==> src/rtl/coin_acceptor.sv <==
// coin_acceptor: synchronises and debounces two raw coin sensors, detects
// jammed sensors, arbitrates ambiguous insertions and buffers up to two coin
// codes for vending_machine, emitting each as a one-cycle code on coin.
// Build option: define COIN_CREDIT_COUNT_EN to add credit_clear/credit_total.

module coin_channel #(
    parameter int DEBOUNCE_CYCLES = 4,
    parameter int JAM_CYCLES      = 16
) (
    input  logic clk,
    input  logic reset,
    input  logic sens_sync,
    output logic detect,
    output logic busy,
    output logic jammed,
    output logic jam_next
);
    localparam int CW = $clog2(JAM_CYCLES + 1);
    localparam logic [CW-1:0] CNT_ZERO  = {CW{1'b0}};
    localparam logic [CW-1:0] CNT_ONE   = CW'(1);
    // The IDLE sample that starts RISE is the first of the stable samples,
    // so RISE itself needs DEBOUNCE_CYCLES-1 more highs.
    localparam logic [CW-1:0] RISE_LAST = CW'(DEBOUNCE_CYCLES - 2);
    localparam logic [CW-1:0] LOW_LAST  = CW'(DEBOUNCE_CYCLES - 1);
    localparam logic [CW-1:0] JAM_LAST  = CW'(JAM_CYCLES - 1);
    localparam logic [CW-1:0] JAM_MAX   = CW'(JAM_CYCLES);

    typedef enum logic [2:0] {
        IDLE = 3'd0,
        RISE = 3'd1,
        HIGH = 3'd2,
        FALL = 3'd3,
        JAM  = 3'd4
    } state_t;

    state_t        state_r, state_s;
    logic [CW-1:0] hi_cnt_r, hi_cnt_s;
    logic [CW-1:0] lo_cnt_r, lo_cnt_s;
    logic          detect_s;

    // State and counter registers.
    always_ff @(posedge clk) begin
        if (!reset) begin
            state_r  <= IDLE;
            hi_cnt_r <= CNT_ZERO;
            lo_cnt_r <= CNT_ZERO;
        end else begin
            state_r  <= state_s;
            hi_cnt_r <= hi_cnt_s;
            lo_cnt_r <= lo_cnt_s;
        end
    end

    // Next-state, counter update and detect event.
    always_comb begin
        state_s  = state_r;
        hi_cnt_s = hi_cnt_r;
        lo_cnt_s = lo_cnt_r;
        detect_s = 1'b0;
        case (state_r)
            IDLE: begin
                if (sens_sync) begin
                    state_s  = RISE;
                    hi_cnt_s = CNT_ZERO;
                end else begin
                    state_s = IDLE;
                end
            end
            RISE: begin
                if (!sens_sync) begin
                    state_s  = IDLE;
                    hi_cnt_s = CNT_ZERO;
                end else if (hi_cnt_r >= RISE_LAST) begin
                    detect_s = 1'b1;
                    state_s  = HIGH;
                    hi_cnt_s = CNT_ZERO;
                end else begin
                    hi_cnt_s = hi_cnt_r + CNT_ONE;
                end
            end
            HIGH: begin
                if (!sens_sync) begin
                    state_s  = FALL;
                    lo_cnt_s = CNT_ONE;
                end else if (hi_cnt_r >= JAM_LAST) begin
                    state_s  = JAM;
                    hi_cnt_s = JAM_MAX;
                    lo_cnt_s = CNT_ZERO;
                end else begin
                    hi_cnt_s = hi_cnt_r + CNT_ONE;
                end
            end
            FALL: begin
                if (sens_sync) begin
                    state_s  = HIGH;
                    lo_cnt_s = CNT_ZERO;
                end else if (lo_cnt_r >= LOW_LAST) begin
                    state_s  = IDLE;
                    hi_cnt_s = CNT_ZERO;
                    lo_cnt_s = CNT_ZERO;
                end else begin
                    lo_cnt_s = lo_cnt_r + CNT_ONE;
                end
            end
            JAM: begin
                if (sens_sync) begin
                    lo_cnt_s = CNT_ZERO;
                end else if (lo_cnt_r >= LOW_LAST) begin
                    state_s  = IDLE;
                    hi_cnt_s = CNT_ZERO;
                    lo_cnt_s = CNT_ZERO;
                end else begin
                    lo_cnt_s = lo_cnt_r + CNT_ONE;
                end
            end
            default: begin
                state_s  = IDLE;
                hi_cnt_s = CNT_ZERO;
                lo_cnt_s = CNT_ZERO;
            end
        endcase
    end

    assign detect   = detect_s;
    assign busy     = (state_r == RISE) || (state_r == HIGH);
    assign jammed   = (state_r == JAM);
    assign jam_next = (state_s == JAM);
endmodule

module coin_acceptor #(
    parameter int DEBOUNCE_CYCLES = 4,
    parameter int JAM_CYCLES      = 16,
    parameter int FIFO_DEPTH      = 2
) (
    input  logic       clk,
    input  logic       reset,
    input  logic       sens5,
    input  logic       sens10,
    input  logic       coin_ready,
    output logic [1:0] coin,
    output logic       coin_reject,
    output logic       jam,
    output logic       fifo_full
`ifdef COIN_CREDIT_COUNT_EN
    ,
    input  logic        credit_clear,
    output logic [15:0] credit_total
`endif
);
    localparam logic [1:0] FULL_OCC = 2'(FIFO_DEPTH);

    logic [1:0] sync5_r, sync10_r;
    logic       det5_s, det10_s, busy5_s, busy10_s;
    logic       jammed5_s, jammed10_s, jam_next5_s, jam_next10_s;
    logic       any_det_s, conflict_s, pop_s, accept_s, reject_s;
    logic [1:0] code_s, head_s;
    logic [1:0] slot0_r, slot1_r, slot0_s, slot1_s;
    logic [1:0] occ_r, occ_s;
    logic [1:0] coin_r;
    logic       coin_reject_r, jam_r, fifo_full_r;

    // Two-flop synchronisers for the asynchronous sensor lines.
    always_ff @(posedge clk) begin
        if (!reset) begin
            sync5_r  <= 2'b00;
            sync10_r <= 2'b00;
        end else begin
            sync5_r  <= {sync5_r[0], sens5};
            sync10_r <= {sync10_r[0], sens10};
        end
    end

    coin_channel #(.DEBOUNCE_CYCLES(DEBOUNCE_CYCLES), .JAM_CYCLES(JAM_CYCLES)) u_ch5 (
        .clk(clk), .reset(reset), .sens_sync(sync5_r[1]),
        .detect(det5_s), .busy(busy5_s), .jammed(jammed5_s), .jam_next(jam_next5_s)
    );

    coin_channel #(.DEBOUNCE_CYCLES(DEBOUNCE_CYCLES), .JAM_CYCLES(JAM_CYCLES)) u_ch10 (
        .clk(clk), .reset(reset), .sens_sync(sync10_r[1]),
        .detect(det10_s), .busy(busy10_s), .jammed(jammed10_s), .jam_next(jam_next10_s)
    );

    // Arbitration: ambiguous or jammed insertions are returned; a pop in the
    // same cycle frees a slot for an otherwise-full buffer. A pop is only
    // taken when coin was idle last cycle so codes are separated by a zero.
    always_comb begin
        any_det_s  = det5_s | det10_s;
        conflict_s = (det5_s & det10_s) | (det5_s & busy10_s) | (det10_s & busy5_s)
                   | jammed5_s | jammed10_s;
        pop_s      = (occ_r != 2'd0) && coin_ready && (coin_r == 2'b00);
        accept_s   = any_det_s && !conflict_s && ((occ_r != FULL_OCC) || pop_s);
        reject_s   = any_det_s && !accept_s;
        code_s     = det5_s ? 2'b01 : 2'b10;
        head_s     = pop_s ? slot0_r : 2'b00;
    end

    // Buffer update: slot0 is the head; pop shifts slot1 forward.
    always_comb begin
        slot0_s = slot0_r;
        slot1_s = slot1_r;
        occ_s   = occ_r;
        case ({pop_s, accept_s})
            2'b10: begin
                slot0_s = slot1_r;
                slot1_s = 2'b00;
                occ_s   = occ_r - 2'd1;
            end
            2'b01: begin
                if (occ_r == 2'd0) begin
                    slot0_s = code_s;
                end else begin
                    slot1_s = code_s;
                end
                occ_s = occ_r + 2'd1;
            end
            2'b11: begin
                if (occ_r == 2'd1) begin
                    slot0_s = code_s;
                    slot1_s = 2'b00;
                end else begin
                    slot0_s = slot1_r;
                    slot1_s = code_s;
                end
                occ_s = occ_r;
            end
            default: begin
                occ_s = occ_r;
            end
        endcase
    end

    // Buffer storage and registered outputs.
    always_ff @(posedge clk) begin
        if (!reset) begin
            slot0_r       <= 2'b00;
            slot1_r       <= 2'b00;
            occ_r         <= 2'd0;
            coin_r        <= 2'b00;
            coin_reject_r <= 1'b0;
            jam_r         <= 1'b0;
            fifo_full_r   <= 1'b0;
        end else begin
            slot0_r       <= slot0_s;
            slot1_r       <= slot1_s;
            occ_r         <= occ_s;
            coin_r        <= head_s;
            coin_reject_r <= reject_s;
            jam_r         <= jam_next5_s | jam_next10_s;
            fifo_full_r   <= (occ_s == FULL_OCC);
        end
    end

    assign coin        = coin_r;
    assign coin_reject = coin_reject_r;
    assign jam         = jam_r;
    assign fifo_full   = fifo_full_r;

`ifdef COIN_CREDIT_COUNT_EN
    logic [15:0] credit_r;
    logic [16:0] credit_sum_s;

    // Credit adds the value of the coin being emitted this cycle.
    always_comb begin
        if (pop_s) begin
            credit_sum_s = {1'b0, credit_r} + ((slot0_r == 2'b01) ? 17'd5 : 17'd10);
        end else begin
            credit_sum_s = {1'b0, credit_r};
        end
    end

    // Saturating credit register; clear takes priority over an add.
    always_ff @(posedge clk) begin
        if (!reset) begin
            credit_r <= 16'd0;
        end else if (credit_clear) begin
            credit_r <= 16'd0;
        end else if (credit_sum_s[16]) begin
            credit_r <= 16'hFFFF;
        end else begin
            credit_r <= credit_sum_s[15:0];
        end
    end

    assign credit_total = credit_r;
`endif
endmodule
==> config.mk <==
export PLATFORM = sky130hd
export DESIGN_NAME = coin_acceptor
export DESIGN_NICKNAME = d
export VERILOG_FILES = /design/src/rtl/coin_acceptor.sv
export SDC_FILE = /design/constraint.sdc
export NUM_CORES = 1
export LEC_CHECK = 0
export BUFFER_PORTS_ARGS = -buffer_cell sky130_fd_sc_hd__buf_2
export CORE_MARGIN = 1.5
export CORE_UTILIZATION = 55
export CTS_CLUSTER_SIZE = 16
export DETAILED_ROUTE_END_ITERATION = 8
export PLACE_DENSITY = 0.74
export REMOVE_ABC_BUFFERS = 1
export SLEW_MARGIN = 20
export SYNTH_ARGS = -nofsm -noshare
export SYNTH_HDL_FRONTEND = slang
export SYNTH_SLANG_ARGS = --single-unit
==> constraint.sdc <==
create_clock -name clk -period 2.31 [get_ports clk]
set_input_delay 0.3465 -clock clk [delete_from_list [all_inputs] [get_ports clk]]
set_output_delay 0.3465 -clock clk [all_outputs]
set_load 0.01 [all_outputs]
==> results of run 1 <==
==> cells by family after synthesis <==
group           after synthesis
flops                        41
compound gates               82
buf+inv                      26
mux                           3
fa+ha+maj                    11
xor+xnor                      3
simple gates                111
==> layer usage <==
| layer | vias to the layer above | share of wire (%) | global-route usage, % |
|---|---|---|---|
| li1 | 1047 | - | - |
| met1 | 949 | 49 | 28.0 |
| met2 | 26 | 48 | 37.3 |
| met3 | 4 | 2.5 | 5.17 |
| met4 | 0 | 0.90 | 8.16 |
| met5 | - | 0 | 0 |
==> through the flow <==
step           utilization [%]  worst slack, ns
6_report                  63.4           0.0670
5_1_grt                   63.4          0.00122
4_1_cts                   62.9           0.0229
3_5_place_dp              60.8           0.0383
3_3_place_gp              60.8            0.105
2_1_floorplan                -            0.105
==> flip-flops by register name (all words and copies together), names as in the netlist, 2 cells and up <==
register and flops:
coin 2, occ_r 2, slot0_r 2, slot1_r 2, sync10_r 2, sync5_r 2
u_ch10.hi_cnt_r 5, u_ch10.lo_cnt_r 5, u_ch10.state_r 3, u_ch5.hi_cnt_r 5, u_ch5.lo_cnt_r 5, u_ch5.state_r 3
==> path summary, 6_finish.rpt <==
path	slack [ns]	endpoint	depth (start not counted)	from
setup / recovery	0.07	slot0_r[0]$_SDFFE_PN0P_	8	u_ch5.hi_cnt_r[0]$_SDFFE_PN0P_
hold / removal	0.26	sync10_r[0]$_SDFF_PN0_	2	sens10
setup reg to reg	0.07	slot0_r[0]$_SDFFE_PN0P_	8	u_ch5.hi_cnt_r[0]$_SDFFE_PN0P_
hold reg to reg	0.44	sync5_r[1]$_SDFF_PN0_	1	sync5_r[0]$_SDFF_PN0_
==> layout by cell type, fill, tap and decap left out, types with 5 or more instances in the layout <==
cell type and instances:
a41oi_1 6, ha_1 11, o21a_1 6, nor2_1 32, nor3_1 9, a22oi_1 5
nand2_1 24, a21oi_1 17, dfxtp_1 40, o21ai_0 16, buf_4 13, nor2b_1 5
inv_1 14, buf_2 9, nand3_1 5, clkbuf_8 5
==> power by group <==
group          switching (W)  leakage [nW]  internal, W
combinational      0.0000986         0.649    0.0000604
clock               0.000248        0.0439     0.000208
sequential         0.0000130         0.332     0.000722
==> cells in the mapped netlist, types with 2 or more instances <==
| cell type | n | area, um2 |
|---|---|---|
| and3_1 | 4 | 25.0 |
| o211a_1 | 2 | 20.0 |
| nor2_1 | 33 | 124 |
| clkbuf_1 | 9 | 33.8 |
| nand3_1 | 5 | 25.0 |
| a41oi_1 | 6 | 52.6 |
| nand4_1 | 2 | 12.5 |
| o22ai_1 | 2 | 12.5 |
| a21oi_1 | 17 | 85.1 |
| o31ai_1 | 2 | 15.0 |
| nor2b_1 | 5 | 31.3 |
| nand3b_1 | 2 | 15.0 |
| ha_1 | 11 | 138 |
| o21ai_0 | 16 | 80.1 |
| dfxtp_1 | 41 | 821 |
| a21o_1 | 2 | 15.0 |
| xnor2_1 | 2 | 17.5 |
| inv_1 | 14 | 52.6 |
| o311a_1 | 2 | 20.0 |
| o21a_1 | 6 | 45.0 |
| nand2b_1 | 4 | 25.0 |
| a211oi_1 | 4 | 30.0 |
| nor3_1 | 10 | 50.1 |
| nand2_1 | 24 | 90.1 |
| or3_1 | 4 | 25.0 |
| a311oi_1 | 3 | 26.3 |
| a22oi_1 | 5 | 37.5 |
| mux2i_1 | 2 | 20.0 |
| nor4_1 | 4 | 25.0 |
| a31oi_1 | 4 | 25.0 |
| and2_1 | 4 | 25.0 |
| buf_2 | 2 | 10.0 |
==> area by class of cell <==
cell class / count / area, um2
Timing Repair Buffer: 22 / 143
Fill cell: 353 / 1470
Tap cell: 50 / 62.6
Clock inverter: 3 / 17.5
Inverter: 14 / 52.6
Multi-Input combinational cell: 210 / 1370
Clock buffer: 5 / 68.8
Sequential cell: 41 / 822
==> summary.md, run 1 <==
| Metric | Value |
|---|---|
| Result of the run | `completed` |
| Crit Path Class | `reg -> reg` |
| Hold WC Path Type | `in -> reg` |
| Total power | `0.00135 W` |
| Layout cells sized above 1 | `15.6%` |
| Setup TNS | `0 ns` |
| Max Freq | `446 MHz` |
| Vias | `2026` |
| Worst Tran Pin Value | `0.570 ns` |
| Setup Buffers After CTS | `0` |
| Clock Skews | `0.00627 ns` |
| Post-DP Area | `2430 um2` |
| DRC Markers | `0` |
| Largest net degree at the start of global routing | `24` |
| Period utilization | `97.1%` |
| Drt wl/cell | `13.6 um` |
| Largest family of logic cells by synthesized area | `compound AO/OA/AOI/OAI gates` |
| Placer Congestion | `0.875` |
| Critical Path RT | `2.53 ns` |
| Final Hold Fails | `0` |
| DIE AREA | `4540 um2` |
| Crit path time final | `2.24 ns` |
| Dpl hpwl | `3.41 mm` |
| Worst-path clk slew | `0.08 ns` |
| Antenna violations before repair | `0` |
| CTS sink cnt | `41` |
| Yosys cell types | `56` |
| Skew-Pair Late Insertion Delay | `0.29 ns` |
| Critical Path End Type | `flip-flop` |
| Cells along the critical path | `inv_1, ha_1, or4_4, o21ai_4, o32ai_2, or2_4, or3_1, a31oi_1` |
| LEAKAGE | `1.03 nW` |
| Post-synthesis simple-gate area fraction | `25.1%` |
| Crit-path leading delay family | `simple AND/OR/NAND/NOR gates` |
| All-layer global routing usage | `22.3%` |
| Synth Register Bits | `41` |
| Root Buffer | `clkbuf_8` |
| Buf+Inv Stages, Crit Path | `1` |
| CP startpoint kind | `flip-flop` |
| CP peak stage delay | `0.44 ns` |
| Seq/Total Area, Yosys | `36.0%` |
| Final setup viols | `0` |
| XOR/XNOR share of the synthesized area | `1.15%` |
| RSZ-0062 raised after global routing | `false` |
| Synthesized-area fraction occupied by adder cells | `6.03%` |
| TritonCTS clock tree | `done` |
| Power per cell area | `533 nW/um2` |
| Antenna Cells | `0` |
| Slew headroom | `62.0%` |
| Avg Inst Size Synth | `8.23 um2` |
| Vias in the first global route | `1725` |
| Top_reg_cell synth | `dfxtp_1` |
| TritonCTS buffer count | `5` |
| Final hold slack | `0.261 ns` |
| Die W | `67.4 um` |
| Synth Instances | `277` |
| Grt ovf | `0` |
| Max FO, Critical Path | `14` |
| Non-Filler Instances | `345` |
| Vert. Die Dim | `67.4 um` |
| Max_cap viols | `0` |
| Row Count | `23` |
| Initial Util | `57.0%` |
| PortBufs | `9` |
| Clock buffer depth | `2` |
| Mapped Area | `2280 um2` |
| Post-synth EDFFs | `0` |
| Final nets | `310` |
| Core area | `4000 um2` |
| Post-synthesis mux area share | `1.37%` |
| Design Area, Final | `2530 um2` |
| Syn-to-layout area delta | `11.1%` |
| WL final | `4.68 mm` |
| Synth warn | `0` |
| Post-DRT Antenna Nets | `0` |
| DR iter-0 viols | `115` |
| Placed cell count | `337` |
| Post-CTS Hold Buffers | `0` |
| H-tree Lvls | `2` |
| Synth Area in Compound Gates | `25.6%` |
| Post-cts resize count | `0` |
| Max VDD drop | `312 uV` |
| IO Count | `10` |
| Arrival time worst endpoint | `2.47 ns` |
| Async SR Flop Fraction | `0%` |
| First-pass GRT wire length | `7.67 mm` |
| First-pass iteration count of the detailed router | `4` |
| Critical Path Slowest Stage Cell | `or4_4` |
| Slew Limit Fails | `0` |
| Avg Vias per Cell | `5.87` |
No activity file was read; power rests on OpenSTA's default activity.
==> run 2, diff against run 1 <==
PLACE_DENSITY = 0.8   (was 0.74)
==> run 2 against run 1 <==
Against the previous run: sequential power about the same; clock skew increased by 0.0034 ns; die area unchanged; worst hold slack got worse by 0.013 ns; highest routed layer unchanged; utilization increased by 0.78 points; setup slack got worse by 0.015 ns; sequential share of layout area decreased by 0.44 points; critical path type unchanged.
==> summary.md, run 2 (synthesis results as in run 1) <==
| Metric | Value |
|---|---|
| Result of the run | `completed (unchanged)` |
| CP startpoint kind | `flip-flop (unchanged)` |
| Max FO, Critical Path | `12 (was 14)` |
| WL final | `4.83 mm (was 4.68 mm)` |
| DRC Markers | `0 (unchanged)` |
| PortBufs | `9 (unchanged)` |
| Antenna Cells | `0 (unchanged)` |
| CTS sink cnt | `41 (unchanged)` |
| DIE AREA | `4540 um2 (unchanged)` |
| Int Pwr | `0.00113 W (was 0.000991 W)` |
| Core area | `4000 um2 (unchanged)` |
| Finished Core Util | `64.2% (was 63.4%)` |
| Grt ovf | `0 (unchanged)` |
| IO Count | `10 (unchanged)` |
| Sequential cell area | `821 um2 (was 822 um2)` |
| Clk pwr share | `40.3% (was 33.8%)` |
| DR WL met3 | `169 um (was 117 um)` |
| TritonCTS buffer count | `5 (unchanged)` |
| Non-Filler Instances | `346 (was 345)` |
| Top layer in use | `met4 (unchanged)` |
| Placed cell count | `334 (was 337)` |
| RSZ-0062 raised after global routing | `true (was false)` |
| Critical Path RT | `2.54 ns (was 2.53 ns)` |
| Vias | `2055 (was 2026)` |
| Row Count | `23 (unchanged)` |
| Placer Congestion | `0.869 (was 0.875)` |
| Critical Path End Type | `flip-flop (unchanged)` |
| DR iter-0 viols | `112 (was 115)` |
| Slew Limit Fails | `0 (unchanged)` |
| First-pass GRT wire length | `7.49 mm (was 7.67 mm)` |
| Drt wl/cell | `14.0 um (was 13.6 um)` |
| Slew headroom | `61.3% (was 62.0%)` |
| Crit Path Class | `reg -> reg (unchanged)` |
| Layout cells sized above 1 | `15.2% (was 15.6%)` |
| Largest net degree at the start of global routing | `25 (was 24)` |
| Worst-path clk slew | `0.08 ns (about the same)` |
| Period utilization | `97.8% (was 97.1%)` |
| Initial Util | `57.0% (unchanged)` |
| Final nets | `311 (was 310)` |
| Antenna violations before repair | `0 (unchanged)` |
| Design Area, Final | `2570 um2 (was 2530 um2)` |
| Final setup viols | `0 (unchanged)` |
| Vias in the first global route | `1716 (was 1725)` |
| Gate power share | `10.2% (was 11.8%)` |
| Hold WC Path Type | `in -> reg (unchanged)` |
| Final Hold Fails | `0 (unchanged)` |
| Post-DRT Antenna Nets | `0 (unchanged)` |
| Post-DP Area | `2410 um2 (was 2430 um2)` |
| Switching part of the total | `24.0% (was 26.6%)` |
| Vert. Die Dim | `67.4 um (unchanged)` |
| Max VDD drop | `661 uV (was 312 uV)` |
| Skew-Pair Late Insertion Delay | `0.30 ns (was 0.29 ns)` |
| Seq pwr share | `49.5% (was 54.4%)` |
| Max_cap viols | `0 (unchanged)` |
| Crit path time final | `2.26 ns (was 2.24 ns)` |
| M1 wire length | `2.27 mm (about the same)` |
| Root Buffer | `clkbuf_8 (unchanged)` |
| Arrival time worst endpoint | `2.49 ns (was 2.47 ns)` |
| Final hold slack | `0.248 ns (was 0.261 ns)` |
| Clock Skews | `0.00966 ns (was 0.00627 ns)` |
| Clock buffer depth | `2 (unchanged)` |
| Multi-input logic area | `1360 um2 (was 1370 um2)` |
| All-layer global routing usage | `21.5% (was 22.3%)` |
| Routed met2 length | `2.34 mm (was 2.25 mm)` |
| Fill cells | `350 (was 353)` |
| Avg Vias per Cell | `5.94 (was 5.87)` |
| LEAKAGE | `1.04 nW (was 1.03 nW)` |
| Worst Tran Pin Value | `0.580 ns (was 0.570 ns)` |
| Max Freq | `443 MHz (was 446 MHz)` |
| Power per cell area | `580 nW/um2 (was 533 nW/um2)` |
| Commonest non-fill, non-tap cell in the layout | `dfxtp_1 (unchanged)` |
| Commonest non-fill, non-tap cells in the layout | `41 x dfxtp_1, 33 x nor2_1, 24 x nand2_1 (was 40 x dfxtp_1, 32 x nor2_1, 24 x nand2_1)` |
| First-pass iteration count of the detailed router | `4 (unchanged)` |
| Syn-to-layout area delta | `12.5% (was 11.1%)` |
| Net Switching | `0.000358 W (was 0.000360 W)` |
| Dpl hpwl | `3.36 mm (was 3.41 mm)` |
| H-tree Lvls | `2 (unchanged)` |
| TritonCTS clock tree | `done (unchanged)` |
| Die W | `67.4 um (unchanged)` |
## run 2: through the flow
stage,worst slack (ns),total power [W],setup TNS [ns]
floorplan,0.105,0.000852,0
global placement,0.117,0.000896,0
detailed placement,0.0477,0.000900,0
CTS,0.0143,0.00149,0
global route,-0.0625,0.00154,-0.190
finish,0.0515,0.00149,0
## run 2: worst max-delay path, stage by stage, from the launching register on
cell and delay [ns]:
dfxtp_1 0.33, inv_1 0.06, ha_1 0.19, or4_4 0.45, o21ai_4 0.21, o32ai_2 0.13
or2_4 0.30, buf_4 0.15, mux2i_1 0.19, mux2i_1 0.19
## run 2: final timing paths
kind / start / to / slack [ns] / cells past startpoint
min reg2reg: sync5_r[0]$_SDFF_PN0_ / sync5_r[1]$_SDFF_PN0_ / 0.44 / 1
max reg2reg: u_ch5.hi_cnt_r[0]$_SDFFE_PN0P_ / occ_r[0]$_SDFF_PN0_ / 0.05 / 9
min: sens5 / sync5_r[0]$_SDFF_PN0_ / 0.25 / 2
max: u_ch5.hi_cnt_r[0]$_SDFFE_PN0P_ / occ_r[0]$_SDFF_PN0_ / 0.05 / 9
## run 2: per-layer routing
layer	GRT usage (%)	vias up
li1	-	1055
met1	29.4	964
met2	33.7	30
met3	5.50	6
met4	6.12	0
met5	0	-
## run 2: power groups by stage
| stage | Combinational [W] | Sequential [W] | Clock (W) |
|---|---|---|---|
| detailed placement | 0.000148 | 0.000752 | 0 |
| finish | 0.000152 | 0.000737 | 0.000600 |
| global route | 0.000168 | 0.000739 | 0.000634 |
| CTS | 0.000148 | 0.000736 | 0.000606 |
| global placement | 0.000144 | 0.000752 | 0 |
| floorplan | 0.0000979 | 0.000754 | 0 |
## run 2: timing repair
| item | 4_1_cts | 5_1_grt |
|---|---|---|
| setup endpoints to repair | 0 | 6 |
| gates resized for setup | 0 | 2 |
| buffers inserted | 0 | 4 |
| endpoints found under the hold margin | 0 | 0 |
| hold buffers | 0 | 0 |
## run 2: layout make-up
| class | count | area share (%) |
|---|---|---|
| timing repair buffer | 23 | 5.85 |
| inverter | 14 | 2.05 |
| tap | 50 | 2.44 |
| clock inverter | 1 | 1.17 |
| multi-input combinational | 210 | 53.1 |
| clock buffer | 7 | 3.36 |
| sequential | 41 | 32.0 |
